File: config.mk
export PLATFORM = sky130hd
export DESIGN_NAME = chan_cmd_arbiter
export DESIGN_NICKNAME = d
export VERILOG_FILES = /design/src/rtl/chan_cmd_arbiter.sv
export SDC_FILE = /design/constraint.sdc
export NUM_CORES = 1
export LEC_CHECK = 0
export BUFFER_PORTS_ARGS = -buffer_cell sky130_fd_sc_hd__buf_2
export CORE_MARGIN = 5
export CORE_UTILIZATION = 40
export CTS_CLUSTER_DIAMETER = 40
export DETAILED_ROUTE_END_ITERATION = 7
export PLACE_DENSITY = 0.85
export REMOVE_ABC_BUFFERS = 1
export SYNTH_ARGS = -nofsm -noshare
export SYNTH_HDL_FRONTEND = slang
export SYNTH_SLANG_ARGS = --single-unit
File: constraint.sdc
create_clock -name clk -period 1.8 [get_ports clk]
set_clock_uncertainty 0.05 [all_clocks]
set_input_delay 0.45 -clock clk [delete_from_list [all_inputs] [get_ports clk]]
set_output_delay 0.45 -clock clk [all_outputs]
set_load 0.01 [all_outputs]
File: src/rtl/chan_cmd_arbiter.sv
// Packet-granular round-robin arbiter sharing one channel TX FIFO between NUM_REQ command
// sources, with a stall watchdog that closes a packet whose source stops mid-packet.
module chan_cmd_arbiter #(
    parameter int NUM_REQ = 2,
    parameter int IDX_W   = 1,
    parameter int TIMEOUT = 1024
) (
    input  logic                 clk,
    input  logic                 rst,
    input  logic [NUM_REQ*32-1:0] req_data,
    input  logic [NUM_REQ*4-1:0]  req_dest,
    input  logic [NUM_REQ-1:0]    req_last,
    input  logic [NUM_REQ-1:0]    req_valid,
    output logic [NUM_REQ-1:0]    req_ready,
    output logic [31:0]           chan_tx_fifo_data,
    output logic [3:0]            chan_tx_fifo_dest,
    output logic                  chan_tx_fifo_last,
    output logic                  chan_tx_fifo_valid,
    input  logic                  chan_tx_fifo_ready,
    output logic [IDX_W-1:0]      grant_idx,
    output logic                  timeout_err,
    output logic [15:0]           abort_count
);

    localparam int CNT_W = (TIMEOUT > 2) ? $clog2(TIMEOUT) : 1;
    localparam logic [CNT_W-1:0] STALL_MAX = CNT_W'(TIMEOUT - 1);

    typedef enum logic [1:0] {IDLE, PASS, ABORT} state_t;

    state_t             state_reg;
    logic [IDX_W-1:0]   ptr_reg;
    logic [IDX_W-1:0]   grant_idx_reg;
    logic [3:0]         dest_reg;
    logic [CNT_W-1:0]   stall_cnt_reg;
    logic [15:0]        abort_count_reg;

    logic [31:0]        data_arr [NUM_REQ];
    logic [3:0]         dest_arr [NUM_REQ];

    genvar gi;
    generate
        for (gi = 0; gi < NUM_REQ; gi++) begin : g_unpack
            assign data_arr[gi] = req_data[32*gi +: 32];
            assign dest_arr[gi] = req_dest[4*gi +: 4];
        end
    endgenerate

    logic               sel_valid;
    logic               sel_last;
    logic [IDX_W-1:0]   ptr_next;

    assign sel_valid = req_valid[grant_idx_reg];
    assign sel_last  = req_last[grant_idx_reg];
    assign ptr_next  = (int'(grant_idx_reg) >= NUM_REQ - 1) ? '0 : grant_idx_reg + IDX_W'(1);

    // Scan from lowest to highest priority so the highest-priority valid requester is written last.
    logic               win_found;
    logic [IDX_W-1:0]   win_idx;
    logic [IDX_W:0]     scan_sum;

    always_comb begin
        win_found = 1'b0;
        win_idx   = '0;
        scan_sum  = '0;
        for (int k = NUM_REQ - 1; k >= 0; k--) begin
            scan_sum = {1'b0, ptr_reg} + (IDX_W+1)'(k);
            if (scan_sum >= (IDX_W+1)'(NUM_REQ))
                scan_sum = scan_sum - (IDX_W+1)'(NUM_REQ);
            if (req_valid[scan_sum[IDX_W-1:0]]) begin
                win_found = 1'b1;
                win_idx   = scan_sum[IDX_W-1:0];
            end
        end
    end

    always_ff @(posedge clk or posedge rst) begin
        if (rst) begin
            state_reg       <= IDLE;
            ptr_reg         <= '0;
            grant_idx_reg   <= '0;
            dest_reg        <= '0;
            stall_cnt_reg   <= '0;
            abort_count_reg <= '0;
        end else begin
            case (state_reg)
                IDLE: begin
                    if (win_found) begin
                        grant_idx_reg <= win_idx;
                        dest_reg      <= dest_arr[win_idx];
                        stall_cnt_reg <= '0;
                        state_reg     <= PASS;
                    end
                end
                PASS: begin
                    if (sel_valid && chan_tx_fifo_ready) begin
                        stall_cnt_reg <= '0;
                        if (sel_last) begin
                            ptr_reg   <= ptr_next;
                            state_reg <= IDLE;
                        end
                    end else if (!sel_valid) begin
                        // FIFO back-pressure (valid=1, ready=0) deliberately leaves the counter alone.
                        if (TIMEOUT != 0 && stall_cnt_reg == STALL_MAX)
                            state_reg <= ABORT;
                        else
                            stall_cnt_reg <= stall_cnt_reg + CNT_W'(1);
                    end
                end
                ABORT: begin
                    if (chan_tx_fifo_ready) begin
                        if (abort_count_reg != 16'hFFFF)
                            abort_count_reg <= abort_count_reg + 16'd1;
                        ptr_reg   <= ptr_next;
                        state_reg <= IDLE;
                    end
                end
                default: state_reg <= IDLE;
            endcase
        end
    end

    always_comb begin
        req_ready          = '0;
        chan_tx_fifo_valid = 1'b0;
        chan_tx_fifo_data  = '0;
        chan_tx_fifo_last  = 1'b0;
        timeout_err        = 1'b0;
        case (state_reg)
            PASS: begin
                chan_tx_fifo_valid       = sel_valid;
                chan_tx_fifo_data        = data_arr[grant_idx_reg];
                chan_tx_fifo_last        = sel_last;
                req_ready[grant_idx_reg] = chan_tx_fifo_ready;
            end
            ABORT: begin
                chan_tx_fifo_valid = 1'b1;
                chan_tx_fifo_last  = 1'b1;
                chan_tx_fifo_data  = 32'hDEAD_0000 | 32'(grant_idx_reg);
                timeout_err        = chan_tx_fifo_ready;
            end
            default: ;
        endcase
    end

    assign chan_tx_fifo_dest = dest_reg;
    assign grant_idx         = grant_idx_reg;
    assign abort_count       = abort_count_reg;

endmodule

Word-level counts from Yosys, hierarchy flattened
Cells that the tools add are included.
{ "word_totals": {"regBits": 34, "input_bits": 79, "out_inout_bits": 58, "wordCells": 90} }
{ "op_classes": {"addsub": 6, "n_lt_le_gt_ge": 9, "n_eq_ne": 12, "mux": 44, "n_bitwise": 3, "reduce_logical": 10} }
{ "op_table": {"columns": ["op", "count"], "rows": [
  ["two-way mux 32 bit", 3],
  ["case mux 32 bit (2 select lines)", 1],
  ["two-way mux 10 bit", 4],
  ["two-way mux 1 bit", 20],
  ["case mux 10 bit (2 select lines)", 1],
  ["adder 16 x 1 -> 16 bit (second input constant)", 1],
  ["!= test 16 bit (second input constant)", 1],
  ["two-way mux 2 bit", 7],
  ["two-way mux 4 bit", 3],
  ["!= test 3 bit (second input constant)", 4],
  ["adder 10 x 1 -> 10 bit (second input constant)", 1],
  ["equality test 10 bit (second input constant)", 1],
  ["!= test 2 bit (second input constant)", 4],
  ["AND reduction 4 bit", 2],
  ["greater-or-equal comparator 2 bit (second input constant)", 3],
  ["less-than comparator 1 x 2 -> 1 bit (second input constant)", 3],
  ["case mux 1 bit (2 select lines)", 3],
  ["case mux 2 bit (3 select lines)", 1],
  ["AND reduction 5 bit", 1],
  ["inverter 1 -> 2 bit", 2],
  ["nonzero test 2 bit", 2],
  ["AND reduction 3 bit", 1],
  ["adder 1 x 1 -> 2 bit (second input constant)", 1],
  ["bitwise AND 2 bit", 1],
  ["other kinds (10)", 13]
]} }

Longest topological paths before layout
{ "logic_depth": {"depth_word": 11, "mapped_depth": 8, "ltp_nobuf": 7} }

Worst setup path before layout
OpenSTA, ideal clock, no wires.
{ "synth_path": {"path_kind": "register -> output", "from": "register state_reg[1]", "to": "output port chan_tx_fifo_data[10]", "arrival_ns": 1.426, "required_time_ns": 1.300, "path_slack_ns": -0.126, "path_stages_with_launch": 7, "path_buffers": 2, "path_cell_list": "dfrtp_1 inv_1 ha_1 clkbuf_1 nand2_1 clkbuf_1 nor2_1"} }
{ "synth_between": {"elab_chain_cells": 2, "elab_cells_between_ends": 3, "classes_between": "eq/ne (2); mux (1)"} }
{ "synth_rtl": {"columns": ["element", "line_no", "rtl"], "rows": [
  ["start: declaration", "30", "state_t state_reg;"],
  ["start signal: assignment", "78", "state_reg <= IDLE;"],
  ["start signal: assignment", "91", "state_reg <= PASS;"],
  ["start signal: assignment", "99", "state_reg <= IDLE;"],
  ["equality test 2 bit / equality test 2 x 1 -> 1 bit (equally long branches)", "128", "case (state_reg)"],
  ["case mux 32 bit (2 select lines) (*)", "128", null],
  ["end: declaration", "15", "output logic [31:0] chan_tx_fifo_data,"]
]} }
Mark *: on every way between the ends. The rest lies on a longest branch, timed or not.

Worst setup path in the final report
{ "layout_path": {"from": "register state_reg[0]", "to": "output port chan_tx_fifo_data[16]"} }
The elaborated chain is that of the path after synthesis.

==> flow_summary.yaml <==
worst_setup_path:
  cp-startpoint: "state_reg[0]$_DFFE_PP0P_"
  cp_slowest_cell: "dfrtp_1"
  worstSetupPathType: "reg2out"
  cp-start-kind: "flop"
  cp-endpoint: "chan_tx_fifo_data[16]"
  rrSetupSlack_ns: -0.26
  critical_path_arrival_ns: 1.62
  path_cells: "inv_2 > ha_4 > buf_6 > nor2b_1 > buf_2"
  cp-end-kind: "output port"
  crit_fanout: 7
  required_ns: 1.30
  r2r-start: "grant_idx$_DFFE_PP0P_"
  reg2reg_to: "stall_cnt_reg[4]$_DFFE_PP0P_"
  rr_worst_depth: 6
  critPathMaxStageDelay_ns: 0.39
routing:
  drtIter0Drc: 163
  vias_per_cell: 5.321
  wl_per_cell_microns: 17.31
  routed_wl_microns: 9209
  remaining_drc_errors: 0
  vias: 2831
  ant_nets: 0
  firstDrtPassIters: 4
timing:
  max_slew_margin: 0.7140
  hold_violations: 0
  rsz0062_at_grt: "true"
  fin_ws_ns: -0.3197
  worstMarginPinSlew_ns: 0.4266
  finalCriticalPeriod_ns: 2.120
  setup_tns_ns: -9.751
  maxSlewViolCount: 0
  fin_crit_sh: 1.178
  timing.fmax_mhz: 471.8
  setup_violations: 49
yosys:
  synthAdderAreaFrac: 0.02616
  synthXorXnorAreaFrac: 0.08059
  synth_compound_area_frac: 0.08477
  synthTopCellsByArea: "dfrtp_1 36%, mux2i_1 11%, xnor2_1 6.2%"
  yosysTopAreaCell: "dfrtp_1"
  postSynthAreaPerCell_sq_um: 8.856
  netlist_instances: 270
  yosysTopAreaCellShare: 0.3558
  ys_top_cells_by_count: "34 x dfrtp_1, 34 x nor2_1, 27 x mux2i_1"
  synth_area_sq_um: 2391
  yosysWarnings: 0
  post_synth_and_or_nand_nor_area_fraction: 0.2402
  ys_seq_area_frac: 0.3558
  synth_cell_types: 37
  async_reset_ff_frac: 1.000
  synth-edff-count: 0
  ys.flop_type: "dfrtp_1"
  synth_top_family_by_area: "simple AND/OR/NAND/NOR gates"
  synthMuxAreaShare: 0.1805
  synth-seq-cells: 34
floorplan:
  initial_core_util: 0.4087
  die_h_microns: 87.32
  die_w_microns: 87.32
  row_count: 28
  ios: 137
  core_sq_um: 5851
  die_area_sq_um: 7624
grt:
  track_usage: 0.2102
  overflow: 0
  grt_first_pass_wirelength_microns: 12770
  grt_pass1_vias: 2781
  grt_start_max_net_pins: 35
  antenna_found_initial: 0
clock_network:
  htreeDepth: 2
  numCtsBuffers: 5
  root_buffer: "clkbuf_8"
  clk_latency_ns: 0.29
  cts-hold-fix-buffers: 0
  cts_tree: "yes"
  clockBufferDepth: 2
  clkTransAtPathRegs_ns: 0.07
  cts.sinks: 34
pwr:
  p_total_uw: 5044
  ir_drop_mv: 0.8757
  leakage_uw: 0.002113
  p_int_uw: 2981
  combPwrFrac: 0.669
  switching_share: 0.4090
  power_frac_seq: 0.193
  pwr-share-clk: 0.138
  power_density_nw_per_um2: 1231
  net-switching-power_uw: 2063
cells_and_area:
  utilization: 0.7002
  final_nets: 540
  antenna_cells: 0
  drive_above_1_share: 0.5799
  final_cells: 532
  syn_to_final_growth_pct: 71.32
  largest_reg_flops: 16
place:
  placed_cells: 505
  dp_hpwl_microns: 6028
  routabilityCongestion: 0.8716
  io_buffer_count: 136
min_path:
  hold_path.class: "in2async"
outcome:
  violations: "setup timing"
  outcome: "complete, but fails checks"
run:
  maxCapViolCount: 0
[logic make-up after synthesis]
group,Yosys count
AND/OR/NAND/NOR,114
multiplexers,41
AO/OA/AOI/OAI,35
flip-flops,34
XOR/XNOR,22
buffers and inverters,19
adder cells (fa/ha/maj),5
[layout make-up]
cell class | count | area (sq um)
Clock buffer | 5 | 68.82
Tap cell | 75 | 93.84
Clock inverter | 3 | 40.04
Sequential cell | 34 | 852.1
Timing Repair Buffer | 190 | 1189
Multi-Input combinational cell | 218 | 1824
Inverter | 7 | 28.78
Fill cell | 398 | 1754
[layer usage]
| layer | track usage | vias up | share of wire |
|---|---|---|---|
| met5 | 0 | - | 0 |
| met4 | 0.07252 | 0 | 0.032 |
| met3 | 0.04920 | 25 | 0.089 |
| met2 | 0.4007 | 155 | 0.53 |
| met1 | 0.2225 | 1332 | 0.35 |
| li1 | - | 1319 | - |
[power by group through the flow]
stage	combinational (uW)	sequential, uW	clock [uW]
6_report	3370	975	696
3_5_place_dp	2370	977	0
2_1_floorplan	1220	1100	0
3_3_place_gp	2310	966	0
5_1_grt	3600	986	745
4_1_cts	2870	970	712
[repair_timing]
item | 4_1_cts | 5_1_grt
pin swaps | 7 | 17
setup buffers | 9 | 8
resized for setup | 56 | 46
endpoints found under the setup margin | 45 | 56
gates cloned | 2 | 1
[how the worst min path moves through the flow]
| stage | start | end | slack (ns) |
|---|---|---|---|
| floorplan | state_reg[1]$_DFFE_PP0P_ | state_reg[1]$_DFFE_PP0P_ | 0.45 |
| global placement | chan_tx_fifo_dest[2]$_DFFE_PP0P_ | chan_tx_fifo_dest[2]$_DFFE_PP0P_ | 0.41 |
| detailed placement | chan_tx_fifo_dest[0]$_DFFE_PP0P_ | chan_tx_fifo_dest[0]$_DFFE_PP0P_ | 0.42 |
| CTS | rst | abort_count[4]$_DFFE_PP0P_ | 0.20 |
| global route | rst | abort_count[5]$_DFFE_PP0P_ | 0.23 |
| finish | rst | abort_count[5]$_DFFE_PP0P_ | 0.19 |
[worst max-delay path, delay by kind of cell, from the launching register on]
kind / cells / cell delay [ns]
and+or+nand+nor: 1 / 0.17
adders and majority gates: 1 / 0.37
buffers and inverters: 3 / 0.40
DFF: 1 / 0.39
[stage by stage]
| step | cell area [sq um] | worst slack, ns | hold WS [ns] |
|---|---|---|---|
| after floorplan | 2341 | -0.8359 | 0.4474 |
| after global placement | 3412 | -0.07242 | 0.4123 |
| after detailed placement | 3412 | -0.1204 | 0.4231 |
| after CTS | 3835 | -0.2624 | 0.1995 |
| after global routing | 4096 | -0.3711 | 0.2276 |
| final | 4096 | -0.3197 | 0.1911 |
[cells in the final DEF (no fill, tap or decap), types with 3 or more instances in the layout]
cell type,Yosys,final
o21ai_0,8,6
o21ai_1,3,3
nor2_4,0,3
mux2_2,13,8
mux2_4,1,6
nand2_8,0,3
inv_1,7,4
xnor2_1,17,17
mux2i_1,27,24
nand4_1,13,13
nor2_1,34,27
nor2_2,0,4
nand3_1,13,11
xor2_1,5,5
buf_2,4,132
a21oi_2,0,12
and3_1,6,5
buf_6,0,16
buf_4,0,39
dfrtp_1,34,33
clkbuf_8,0,5
nand2_1,18,15
ha_4,0,3
nor2b_1,16,13
nor3_4,0,3
Power figures use the tool's default switching activity.
